--- src/rtl/core_pkg.sv ---
// Shared constants for the integer register file: bank geometry, pointer
// indices and default reset presets for sp/gp.
package core_pkg;

    localparam int NUM_REGS   = 32;
    localparam int REG_ADDR_W = 5;
    localparam int DATA_W     = 32;
    localparam int SP_INDEX   = 2;
    localparam int GP_INDEX   = 3;

    localparam logic [DATA_W-1:0] SP_INIT_DEFAULT = 32'h7FFF_EFFC;
    localparam logic [DATA_W-1:0] GP_INIT_DEFAULT = 32'h1000_8000;

endpackage

--- src/rtl/write_decoder.sv ---
// One-hot write-enable decoder for the register bank, gated by reg_write.
// x0 has no storage, so its enable is never asserted.
module write_decoder
    import core_pkg::*;
(
    input  logic                  reg_write_i,
    input  logic [REG_ADDR_W-1:0] addr_i,
    output logic [NUM_REGS-1:0]   we_o
);

    always_comb begin
        we_o = '0;
        if (reg_write_i) begin
            we_o[addr_i] = 1'b1;
        end
        we_o[0] = 1'b0;
    end

endmodule

--- src/rtl/register_file.sv ---
// 32 x N architectural register file: one write port, two combinational read
// ports with same-cycle write bypass, x0 hardwired to zero, sp/gp preset on reset.
module register_file
    import core_pkg::*;
#(
    parameter int                N       = DATA_W,
    parameter logic [N-1:0]      SP_INIT = SP_INIT_DEFAULT,
    parameter logic [N-1:0]      GP_INIT = GP_INIT_DEFAULT
) (
    input  logic                  clk,
    input  logic                  reset,
    input  logic                  reg_write,
    input  logic [REG_ADDR_W-1:0] write_register,
    input  logic [N-1:0]          write_data,
    input  logic [REG_ADDR_W-1:0] read_register_1,
    input  logic [REG_ADDR_W-1:0] read_register_2,
    output logic [N-1:0]          read_data_1,
    output logic [N-1:0]          read_data_2
);

    logic [NUM_REGS-1:0] we;
    logic [N-1:0]        words [NUM_REGS];

    write_decoder u_write_decoder (
        .reg_write_i (reg_write),
        .addr_i      (write_register),
        .we_o        (we)
    );

    assign words[0] = '0;

    for (genvar i = 1; i < NUM_REGS; i++) begin : g_word
        localparam logic [N-1:0] RST_VAL = (i == SP_INDEX) ? SP_INIT :
                                           (i == GP_INDEX) ? GP_INIT : '0;
        logic [N-1:0] word_q;
        logic [N-1:0] word_d;

        always_comb begin
            word_d = word_q;
            if (we[i]) begin
                word_d = write_data;
            end
        end

        // Reset wins over a write sampled on the same edge.
        always_ff @(posedge clk) begin
            if (!reset) begin
                word_q <= RST_VAL;
            end else begin
                word_q <= word_d;
            end
        end

        assign words[i] = word_q;
    end

    // The decoded enable already excludes x0, so a hit implies a nonzero address;
    // gating with reset keeps write_data off the outputs while reset is low.
    logic hit_1;
    logic hit_2;

    always_comb begin
        hit_1       = reset & we[read_register_1];
        hit_2       = reset & we[read_register_2];
        read_data_1 = hit_1 ? write_data : words[read_register_1];
        read_data_2 = hit_2 ? write_data : words[read_register_2];
    end

endmodule

--- config.mk ---
export PLATFORM = sky130hd
export DESIGN_NAME = register_file
export DESIGN_NICKNAME = d
export VERILOG_FILES = /design/src/rtl/core_pkg.sv /design/src/rtl/write_decoder.sv /design/src/rtl/register_file.sv
export SDC_FILE = /design/constraint.sdc
export NUM_CORES = 2
export LEC_CHECK = 0
export BUFFER_PORTS_ARGS = -buffer_cell sky130_fd_sc_hd__buf_2
export CAP_MARGIN = 20
export CORE_UTILIZATION = 25
export DETAILED_ROUTE_END_ITERATION = 12
export SKIP_CTS_REPAIR_TIMING = 1
export SYNTH_ARGS = -nofsm -noshare
export SYNTH_HDL_FRONTEND = slang
export SYNTH_HIERARCHICAL = 1
export SYNTH_SLANG_ARGS = --single-unit
--- constraint.sdc ---
create_clock -name clk -period 2.4 [get_ports clk]
set_clock_uncertainty 0.2 [all_clocks]
set_input_delay 0.12 -clock clk [delete_from_list [all_inputs] [get_ports clk]]
set_output_delay 0.12 -clock clk [all_outputs]
set_load 0.005 [all_outputs]
* Word level (Yosys, flattened, before mapping) *
Cells that the tools add are included.

word-level totals
  input bits = 50
  output and inout bits = 64
  register bits = 992

cells by class
  muxes and demuxes = 15
  reduce and logical (&&, ||, !) cells = 1
  magnitude comparators = 6
  bitwise logic cells = 4

operators by type and width
  cell                                                                                 number
  32-bit binary-select mux with 5-bit select                                           2
  32-bit two-way mux                                                                   7
  5-bit by 6-bit < comparator with 1-bit output, second input constant                 3
  6-bit greater-or-equal comparator, second input constant                             2
  5-bit NOT with 6-bit output                                                          2
  1-bit binary-select mux with 5-bit select                                            2
  1-bit demux with 5-bit select                                                        1
  5-bit by 1-bit greater-or-equal comparator with 1-bit output, second input constant  1
  1-bit two-way mux                                                                    3
  1-bit AND                                                                            2
  1-bit logical AND                                                                    1

* Logic depth before layout (Yosys ltp) *
  word-level depth = 9
  mapped depth = 11
  depth with buffers taken out = 8

* Hierarchy *
Netlist, hierarchy kept.

modules (own cells, without submodules)
  module         area an instance (um^2)  times used  cells each  seq. area each (um^2)
  register_file  54141.9                  1           4730        19859.0
  write_decoder  237.7                    1           48          0.0

* Worst setup path before layout *
OpenSTA, ideal clock, no wires.

  kind = input -> output
  start = input port write_register[3]
  end = output port read_data_2[10]
  slack = -165 ps
  cell stages on the path = 9
  arrival = 2245 ps
  data required time = 2080 ps
  cells stage by stage = or4b_1 nor2_1 clkbuf_1 mux2i_1 a22o_1 a221oi_1 o311ai_2 buf_6 mux2_4

on the way
  longest elaborated chain between the ends = 9
  elaborated cells on any way between the ends = 10
  those cells by class = order compare (2); mux (6); bitwise (1); reduce/logical (1)

RTL lines
  what                                                                                                                                                 RTL line             RTL
  start: declaration                                                                                                                                   register_file.sv:13  input logic [REG_ADDR_W-1:0] write_register,
  5-bit by 6-bit < comparator with 1-bit output (implied by the code) or 5-bit by 1-bit greater-or-equal comparator with 1-bit output (tied branches)  write_decoder.sv:14  we_o[addr_i] = 1'b1;
  1-bit logical AND (implied by the code)                                                                                                              write_decoder.sv:14
  1-bit two-way mux (implied by the code)                                                                                                              write_decoder.sv:14
  1-bit demux with 5-bit select *                                                                                                                      --
  32-bit two-way mux *                                                                                                                                 write_decoder.sv:13  if (reg_write_i) begin
  named net we[3]                                                                                                                                      register_file.sv:21  logic [NUM_REGS-1:0] we;
  1-bit binary-select mux with 5-bit select *                                                                                                          register_file.sv:64  hit_2 = reset & we[read_register_2];
  1-bit two-way mux (implied by the code) *                                                                                                            register_file.sv:64
  1-bit AND *                                                                                                                                          register_file.sv:64
  32-bit two-way mux *                                                                                                                                 register_file.sv:66  read_data_2 = hit_2 ? write_data : words[read_register_2];
  end: declaration                                                                                                                                     register_file.sv:18  output logic [N-1:0] read_data_2

The timed path passes the listed nets; every way through them passes the cells marked *. The select of a mux whose other input is x is not followed.

* Final worst setup path *
  start = register g_word[17].word_q[19]
  end = output port read_data_1[19]

on the way
  longest elaborated chain between the ends = 4

RTL lines
  what                                                   RTL line             RTL
  start: declaration                                     register_file.sv:35  logic [N-1:0] word_q;
  start signal: assignment                               register_file.sv:50  word_q <= word_d;
  32-bit binary-select mux with 5-bit select             register_file.sv:65  read_data_1 = hit_1 ? write_data : words[read_register_1];
  32-bit two-way mux (implied by the code) (2 in a row)  register_file.sv:65
  32-bit two-way mux                                     register_file.sv:65
  end: declaration                                       register_file.sv:17  output logic [N-1:0] read_data_1,

Every way passes these cells. The select of a mux whose other input is x is not followed.

==> impl_results.md <==
* H-tree depth at 3
* Commonest cells in the netlist: mux2i_1 (1,148), dfxtp_1 (992), nor2b_1 (976)
* Mapped cell area at 54,400 sq um
* Share of cells above drive strength 1 at 30.2%
* Unrepaired setup endpoints after global routing: yes
* Most common cell in the netlist: mux2i_1
* Sw power at 0.0102 W
* Critical Path Fanout Max at 2
* TritonCTS Sinks at 992
* DR vias/cell at 5.09
* Status: complete, but fails checks
* Antenna-violating nets left at 0
* CP endpoint kind: primary output
* Synth Area per Inst at 11.4 sq um
* Post-synth EDFFs at 0
* Launch point of the worst path: g_word[17].word_q[19]
* Reg2reg start: g_word[19].word_q[19]
* Worst-Skew Late Latency at 0.76 ns
* Tightest Pin Transition at 1.08 ns
* Fmax at 334 MHz
* Die area at 219,000 sq um
* Fraction of the yosys area taken by sequential cells at 36.5%
* Clk pin slew, worst setup/hold paths at 0.06 ns
* Hold Crit Start: write_register[4]
* Max-Cap Viols at 0
* Boundary pin count at 114
* Synth Flop Type: dfxtp_1
* Main area contributors after synthesis: dfxtp_1 (37%), mux2i_1 (21%), mux4_2 (19%)
* Post-Syn Instances at 4,778
* Largest net degree at the start of global routing at 155
* WS Path Type: reg -> out
* Top flop regs: g_word.word_q x992
* First-pass GRT wire length at 283,000 um
* Initial antenna violation count at 14
* Fin nets at 4,988
* Failing checks: hold timing, setup timing
* Net count after synthesis at 4,828
* IR Drop Worst-Case VDD at 0.000590 V
* Max reg flops at 992
* Hold Crit Class: in -> reg
* Total GRT Usage at 17.5%
* Worst setup margin at -0.597 ns
* Power share of the clock group at 44.9%
* Total power at 0.0391 W
* Total global routing overflow at 0
* Final setup fails at 64
* Initial DRC count at 3,691
* Detailed Place HPWL at 128,000 um
* Final worst-path cycle share at 125%
* Req. time, crit path at 2.08 ns
* Comb power frac at 12.5%
* Layout area overhead at 22.3%
* CTS tree: yes
* Root buf cell: clkbuf_16
* Top reg by flops: g_word.word_q
* Core area at 215,000 sq um
* Vias in the first global route at 39,600
* Wire per inst at 25.3 um
* CTS Buf Count at 105
* Ys Warns at 6
* Via Count at 40,000
* Internal power at 0.0289 W
* Relative slew slack at 27.9%
* Vert. Die Dim at 468 um
* Final hold slack at -0.00582 ns
* Synth area leader: dfxtp_1
* Count of standard-cell rows at 170
* Leakage at 21.3 nW
* Post-layout util at 30.9%
* CP startpoint kind: register
* Sequential power share at 42.6%
* Port Buffer Count at 113
* DRC viols at 0
* GP Congestion at 0.859
* Switch share at 26.0%
* Post-Route WL at 199,000 um
* Yosys cell types at 40
* Clock Path Buffers at 3
* Yosys reg bits at 992
* Share of the synthesized area in the top cell type at 36.5%
* Initial Utilization at 25.2%
* Drt pass-1 iters at 5
* Die Width at 468 um
* WP data arrival at 2.68 ns
* PD cells at 588 nW/um^2
* Synth async-reset ratio at 0%
* Fin crit period at 3.00 ns
* Final Hold Vio Count at 4
* Final Max Slew Viols at 0
-- power by group through the flow --
stage / Sequential [W] / Combinational [W] / Clock (W)
2_1_floorplan: 0.0170 / 0.00248 / 0
3_3_place_gp: 0.0170 / 0.00446 / 0
3_5_place_dp: 0.0170 / 0.00448 / 0
4_1_cts: 0.0167 / 0.00449 / 0.0178
5_1_grt: 0.0167 / 0.00505 / 0.0184
6_report: 0.0167 / 0.00488 / 0.0175
-- logic make-up after synthesis --
logic type / count (synthesis) / synth area share [%]
muxes: 1671 / 41.4
and+or+nand+nor: 1216 / 13.1
DFF: 992 / 36.5
buffers and inverters: 576 / 4.74
AOI/OAI and AO/OA: 322 / 4.25
other: 1 / 0.00690
-- layout by cell type, fill, tap and decap left out, types with 9 or more instances in the layout --
cell,Yosys,final
buf_12,0,103
dfxtp_2,0,56
bufinv_16,0,9
o22ai_1,112,95
mux4_2,452,452
a2111oi_4,0,15
mux2i_2,0,14
nor2_1,152,116
a22oi_1,14,11
dlygate4sd3_1,0,35
nor3_2,0,9
a221oi_1,66,52
a21oi_1,50,27
a2111oi_0,48,13
buf_2,78,95
dfxtp_1,992,936
o22ai_2,0,17
clkbuf_1,386,17
a221oi_2,0,14
mux2_2,66,64
a2111oi_2,0,14
inv_1,32,32
nor2b_1,976,973
buf_6,22,21
clkbuf_8,0,36
nand2_1,39,37
a21oi_2,0,16
mux2i_4,0,14
clkinv_2,0,18
clkbuf_16,0,109
buf_4,38,331
mux2i_1,1148,1120
nor2_4,0,31
-- worst paths after layout --
| path | depth (start not counted) | endpoint | slack [ns] |
|---|---|---|---|
| setup / recovery | 8 | read_data_1[19] | -0.60 |
| setup reg to reg | 4 | g_word[19].word_q[19] | 1.35 |
| hold / removal | 7 | g_word[2].word_q[4] | -0.006 |
| hold reg to reg | 2 | g_word[2].word_q[16] | 0.30 |
-- per-layer routing --
layer  up-vias  track usage, %  routed length, um
met5         -               0                 36
met4         6            8.29               9510
met3       439            2.92              13200
met2      1612            28.5              92300
met1     20300            22.4              83600
li1      17700               -                  -
-- final cells by class --
| cell class | instances | area [sq um] |
|---|---|---|
| inverter | 32 | 120 |
| multi-input combinational | 3210 | 33400 |
| clock buffer | 159 | 3210 |
| clock inverter | 36 | 508 |
| antenna | 1 | 2.50 |
| timing repair buffer | 597 | 5830 |
| tap | 2838 | 3550 |
| sequential | 992 | 19900 |
| fill | 21700 | 149000 |
-- worst max-delay path, stage by stage, from the launching register on --
cell     delay, ns
dfxtp_1       0.31
buf_4         0.13
mux4_2        0.49
o22ai_2       0.20
nor3_2        0.07
o21ai_2       0.31
buf_6         0.18
mux2i_2       0.07
buf_2         0.14
-- through the flow --
stage | setup TNS (ns) | setup slack, ns | instance area (sq um) | hold slack [ns] | instances
6_report | -22.63 | -0.597 | 66500 | -0.00582 | 7865
5_1_grt | -26.07 | -0.585 | 66500 | 0.00992 | 7865
4_1_cts | -32.27 | -0.884 | 64700 | -0.527 | 7830
3_5_place_dp | -24.04 | -0.522 | 61000 | 0.262 | 7635
3_3_place_gp | -21.08 | -0.416 | 61000 | 0.254 | 7635
2_1_floorplan | 0 | 0.0202 | 54400 | 0.0895 | 4778
Power figures use the tool's default switching activity.
